[config.mk]
export PLATFORM = sky130hd
export DESIGN_NAME = ps2_host_tx
export DESIGN_NICKNAME = d
export VERILOG_FILES = /design/src/rtl/ps2_host_tx.sv
export SDC_FILE = /design/constraint.sdc
export NUM_CORES = 1
export LEC_CHECK = 0
export ABC_AREA = 1
export BUFFER_PORTS_ARGS = -buffer_cell sky130_fd_sc_hd__buf_4
export CAP_MARGIN = 5
export CORE_ASPECT_RATIO = 0.7
export CORE_MARGIN = 1
export CORE_UTILIZATION = 40
export CTS_BUF_LIST = sky130_fd_sc_hd__clkbuf_16
export DETAILED_ROUTE_END_ITERATION = 8
export HOLD_SLACK_MARGIN = 0.02
export SLEW_MARGIN = 20
export SYNTH_ARGS = -nofsm -noshare
export SYNTH_HDL_FRONTEND = slang
export SYNTH_SLANG_ARGS = --single-unit
[constraint.sdc]
create_clock -name clock -period 2.72 [get_ports clock]
set_input_delay 0.544 -clock clock [delete_from_list [all_inputs] [get_ports clock]]
set_output_delay 0.544 -clock clock [all_outputs]
set_load 0.02 [all_outputs]
[src/rtl/ps2_host_tx.sv]
// PS/2 host-to-device transmitter.
// Holds the clock low to inhibit the bus and drives the start bit. It then
// shifts out 8 data bits LSB first, an odd-parity bit and the stop bit, one
// per device clock falling edge. After that it samples the device ACK and
// waits for both lines to return high. A watchdog aborts the transfer if the
// device stalls after the clock is released.
// The *_oe outputs are open-drain enables: 1 pulls the line low.
module ps2_host_tx #(
   parameter int INHIBIT_CYCLES = 5000,
   parameter int TIMEOUT_CYCLES = 750000
) (
   input  logic       clock,
   input  logic       reset,
   input  logic       send,
   input  logic [7:0] data,
   input  logic       ps2_clk_in,
   input  logic       ps2_dat_in,
   output logic       ps2_clk_oe,
   output logic       ps2_dat_oe,
   output logic       busy,
   output logic       done,
   output logic       ack_err,
   output logic       timeout
);

   localparam int INH_W = $clog2(INHIBIT_CYCLES + 1);
   localparam int TO_W  = $clog2(TIMEOUT_CYCLES + 1);

   // Last inhibit cycle, and the one before it (start bit goes out on the last one).
   localparam logic [INH_W-1:0] INH_LAST = INH_W'(INHIBIT_CYCLES - 1);
   localparam logic [INH_W-1:0] INH_PRE  = INH_W'(INHIBIT_CYCLES - 2);
   // Counter value in the cycle before the timeout pulse becomes visible,
   // so the pulse lands exactly TIMEOUT_CYCLES cycles after TX entry.
   localparam logic [TO_W-1:0]  TO_LAST  = TO_W'(TIMEOUT_CYCLES - 1);

   typedef enum logic [2:0] {
      S_IDLE,
      S_INHIBIT,
      S_TX,
      S_ACK,
      S_WAIT_IDLE
   } state_t;

   state_t           state_q, state_d;
   logic             clk_meta_q, clk_sync_q, clk_prev_q;
   logic             dat_meta_q, dat_sync_q;
   logic [7:0]       data_q, data_d;
   logic             parity_q, parity_d;
   logic [INH_W-1:0] inh_cnt_q, inh_cnt_d;
   logic [TO_W-1:0]  to_cnt_q, to_cnt_d;
   logic [3:0]       bit_cnt_q, bit_cnt_d;
   logic             clk_oe_q, clk_oe_d;
   logic             dat_oe_q, dat_oe_d;
   logic             busy_q, busy_d;
   logic             done_q, done_d;
   logic             ack_err_q, ack_err_d;
   logic             timeout_q, timeout_d;
   logic             fall;
   logic             to_hit;

   assign fall   = clk_prev_q & ~clk_sync_q;
   assign to_hit = (to_cnt_q == TO_LAST);

   // Next-state and next-output computation for the transmit sequencer.
   always_comb begin
      state_d   = state_q;
      data_d    = data_q;
      parity_d  = parity_q;
      inh_cnt_d = inh_cnt_q;
      to_cnt_d  = to_cnt_q;
      bit_cnt_d = bit_cnt_q;
      clk_oe_d  = clk_oe_q;
      dat_oe_d  = dat_oe_q;
      busy_d    = busy_q;
      ack_err_d = ack_err_q;
      done_d    = 1'b0;
      timeout_d = 1'b0;
      case (state_q)
         S_IDLE: begin
            clk_oe_d = 1'b0;
            dat_oe_d = 1'b0;
            busy_d   = 1'b0;
            if (send) begin
               data_d    = data;
               parity_d  = ~^data;
               state_d   = S_INHIBIT;
               clk_oe_d  = 1'b1;
               dat_oe_d  = (INHIBIT_CYCLES == 1);
               busy_d    = 1'b1;
               ack_err_d = 1'b0;
               inh_cnt_d = '0;
               bit_cnt_d = '0;
            end
         end
         S_INHIBIT: begin
            if (inh_cnt_q == INH_LAST) begin
               state_d  = S_TX;
               clk_oe_d = 1'b0;
               dat_oe_d = 1'b1;
               to_cnt_d = '0;
            end else begin
               inh_cnt_d = inh_cnt_q + INH_W'(1);
               if (inh_cnt_q == INH_PRE) begin
                  dat_oe_d = 1'b1;
               end
            end
         end
         S_TX, S_ACK, S_WAIT_IDLE: begin
            // The watchdog wins over any edge that lands in the same cycle.
            if (to_hit) begin
               state_d   = S_IDLE;
               clk_oe_d  = 1'b0;
               dat_oe_d  = 1'b0;
               busy_d    = 1'b0;
               timeout_d = 1'b1;
            end else begin
               to_cnt_d = to_cnt_q + TO_W'(1);
               if (state_q == S_TX) begin
                  if (fall) begin
                     bit_cnt_d = bit_cnt_q + 4'd1;
                     if (bit_cnt_q < 4'd8) begin
                        dat_oe_d = ~data_q[bit_cnt_q[2:0]];
                     end else if (bit_cnt_q == 4'd8) begin
                        dat_oe_d = ~parity_q;
                     end else begin
                        dat_oe_d = 1'b0;
                        state_d  = S_ACK;
                     end
                  end
               end else if (state_q == S_ACK) begin
                  if (fall) begin
                     ack_err_d = dat_sync_q;
                     state_d   = S_WAIT_IDLE;
                  end
               end else begin
                  if (clk_sync_q && dat_sync_q) begin
                     done_d  = 1'b1;
                     busy_d  = 1'b0;
                     state_d = S_IDLE;
                  end
               end
            end
         end
         default: begin
            state_d  = S_IDLE;
            clk_oe_d = 1'b0;
            dat_oe_d = 1'b0;
            busy_d   = 1'b0;
         end
      endcase
   end

   // State, counters, synchronisers and registered outputs.
   always_ff @(posedge clock or posedge reset) begin
      if (reset) begin
         state_q    <= S_IDLE;
         clk_meta_q <= 1'b1;
         clk_sync_q <= 1'b1;
         clk_prev_q <= 1'b1;
         dat_meta_q <= 1'b1;
         dat_sync_q <= 1'b1;
         data_q     <= '0;
         parity_q   <= 1'b0;
         inh_cnt_q  <= '0;
         to_cnt_q   <= '0;
         bit_cnt_q  <= '0;
         clk_oe_q   <= 1'b0;
         dat_oe_q   <= 1'b0;
         busy_q     <= 1'b0;
         done_q     <= 1'b0;
         ack_err_q  <= 1'b0;
         timeout_q  <= 1'b0;
      end else begin
         state_q    <= state_d;
         clk_meta_q <= ps2_clk_in;
         clk_sync_q <= clk_meta_q;
         clk_prev_q <= clk_sync_q;
         dat_meta_q <= ps2_dat_in;
         dat_sync_q <= dat_meta_q;
         data_q     <= data_d;
         parity_q   <= parity_d;
         inh_cnt_q  <= inh_cnt_d;
         to_cnt_q   <= to_cnt_d;
         bit_cnt_q  <= bit_cnt_d;
         clk_oe_q   <= clk_oe_d;
         dat_oe_q   <= dat_oe_d;
         busy_q     <= busy_d;
         done_q     <= done_d;
         ack_err_q  <= ack_err_d;
         timeout_q  <= timeout_d;
      end
   end

   assign ps2_clk_oe = clk_oe_q;
   assign ps2_dat_oe = dat_oe_q;
   assign busy       = busy_q;
   assign done       = done_q;
   assign ack_err    = ack_err_q;
   assign timeout    = timeout_q;

endmodule

==> metrics.cfg <==
[critical_path]
crit_fanout=30
crit_arrival_ns=2.61
start_kind=register
crit_chain=nor3b_2 -> nor2_2 -> inv_2 -> nor2_1 -> nor2_1 -> nand2_2 -> nand2_1 -> o21ai_2
cp-startpoint=state_q[2]
slowest_stage=nand2_2
path_buf_inv=1
timing.rr.start=state_q[2]
slowest_delay_ns=0.44
crit_family=simple AND/OR/NAND/NOR gates
crit_required_ns=2.97
crit_top_cell=nor2_1
path_class=reg2reg
endpoint_kind=register

[clock_network]
cts_hold_buf=0
clk_path_buf_depth=2
clockRootBuffer=clkbuf_16
cts_tree=built
cts.clk_slew.worst_paths_ns=0.05
htree_levels=3
post_cts_buffers=0
clk_latency_ns=0.33
clock_sinks=60
cts_buffers=9

[timing]
worst_slew_pin_slew_ns=0.641
rsz0062_at_grt=no
fin_skew_ns=0.00336
final_hold_viol_count=0
setup_violations=0
fin_tns_setup_ns=0
fmax_ghz=0.423
maxSlewViolCount=0
period_share=0.869
final.setup.worst_slack_ns=0.356
period_needed_ns=2.36
relSlewSlack=0.572

[layout]
layout_common_cells=nand2_1, nor2_1, dfrtp_1
areaGrowthSynthToFinish_pct=16.2
diodes=0
fin_area_sq_mm=0.00417
fin_util=0.485
layout_commonest_cell=nand2_1
fill_cells=852
drive_above_1_share=0.120
num-nets-final=539

[global_routing]
grtUsageTotal=0.208
grt_pass1_vias=2969
grt_first_pass_wirelength_um=14700
antenna_found_initial=0
overflow=0
grt_max_degree=31

[min_path]
hold_path_class=in2async

[run]
maxCapViolCount=0

[drt]
post_drt_wl_per_cell_um=13.4
viasPerCell=4.94
post-route-drc-count=0
drt_first_pass_iters=5
wirelength_um=8630
ant_nets=0
via_count=3190
drt_iter0_drc=190

[placement]
port_buffers=18
dp_slack_ns=0.0558
place_hpwl_um=6300
dpl_cell_area_sq_mm=0.00383
place.gp.congestion=0.888

[yosys]
syn_inst=497
yosysUniqueCellTypes=34
synth-async-reset-ratio=1.00
ys.flop_type=dfrtp_1
synthesis.area_sq_mm=0.00358
synth-edff-count=0
syn-num-nets=515
avgSynthCellArea_sq_um=7.21
yosysSeqAreaShare=0.421
synth-seq-cells=60
synth_warnings=0

[die]
ios=19
core_area_sq_mm=0.00858
fp.dieArea_sq_mm=0.00935
fp-row-count=28
die_y_um=81.2
start_util=0.418
die_w_um=115

[power]
p_per_area_mw_per_mm2=904
pwr-share-seq=0.318
fin_total_pwr_uw=3770
clkPwrFrac=0.341
power.switching_uw=1470
pwr-share-comb=0.341
irDropWorstVdd_mv=0.351
switching_share=0.389
p_leak_uw=0.00190
p_int_uw=2300

[outcome]
status=finished, final reports clean

## cell families after synthesis
family,synth area share
AOI/OAI and AO/OA,0.0848
xor gates and xnor gates,0.0562
adders and majority gates,0.0175
buffers and inverters,0.0778
DFF,0.421
and+or+nand+nor,0.343
## final cells by class
cell class	count	area [sq um]	area share
well taps	120	150	0.0360
clock buffers	9	225	0.0541
flip-flops and latches	60	1510	0.362
inverters	58	218	0.0523
repair buffers	21	158	0.0378
clock inverters	7	106	0.0255
multi-input cells	371	1800	0.432
## Yosys cell counts, types with 3 or more instances
cell	n	area [sq um]
dfstp_2	5	131
ha_1	5	62.6
nand4_1	6	37.5
inv_2	4	15.0
o21ai_0	17	85.1
o21ai_2	7	61.3
nand2_1	151	567
buf_6	3	33.8
nand3_1	48	240
o21ai_1	15	75.1
nand2_2	3	18.8
dfrtp_1	55	1380
or2_2	3	18.8
xor2_1	16	140
o22ai_1	3	18.8
nor2_1	58	218
a21oi_1	7	35.0
nor3_1	13	65.1
inv_1	53	199
xnor2_1	7	61.3
## flip-flops by register name, indices dropped and copies added, names as in the netlist
name / flops
ps2_dat_oe: 1
dat_meta_q: 1
clk_meta_q: 1
parity_q: 1
ps2_clk_oe: 1
done: 1
state_q: 3
bit_cnt_q: 4
clk_prev_q: 1
data_q: 8
to_cnt_q: 20
timeout: 1
clk_sync_q: 1
dat_sync_q: 1
busy: 1
ack_err: 1
inh_cnt_q: 13
## per-stage QoR
step	hold slack, ns	cells
after global placement	0.351	630
after floorplan	0.345	497
final	0.306	646
after CTS	0.307	646
after global routing	0.307	646
after detailed placement	0.353	630
## power by group through the flow
stage / Clock, uW / Sequential [uW] / Combinational [uW]
floorplan: 0 / 1210 / 1020
global placement: 0 / 1210 / 1270
detailed placement: 0 / 1210 / 1280
CTS: 1310 / 1200 / 1290
global route: 1350 / 1220 / 1470
finish: 1280 / 1200 / 1280
## routing by layer
layer | vias to the layer above | wire (um) | global-route usage
met5 | - | 0 | 0
met4 | 0 | 132 | 0.0792
met3 | 10 | 497 | 0.0552
met2 | 81 | 3270 | 0.275
met1 | 1465 | 4730 | 0.316
li1 | 1634 | - | -
## path summary, 6_finish.rpt
kind	end	slack [ns]	cells after the start
min	bit_cnt_q[2]	0.31	2
max reg2reg	to_cnt_q[0]	0.36	8
max in group asynchronous	clk_sync_q	1.71	3
min in group clock	clk_meta_q	0.32	1
min reg2reg	clk_sync_q	0.36	0
max	to_cnt_q[0]	0.36	8
## timing repair
item,CTS,global route
hold endpoints to repair,0,0
resized for setup,0,1
setup endpoints to repair,0,19
Note: power is estimated with default switching activity, not from simulation.
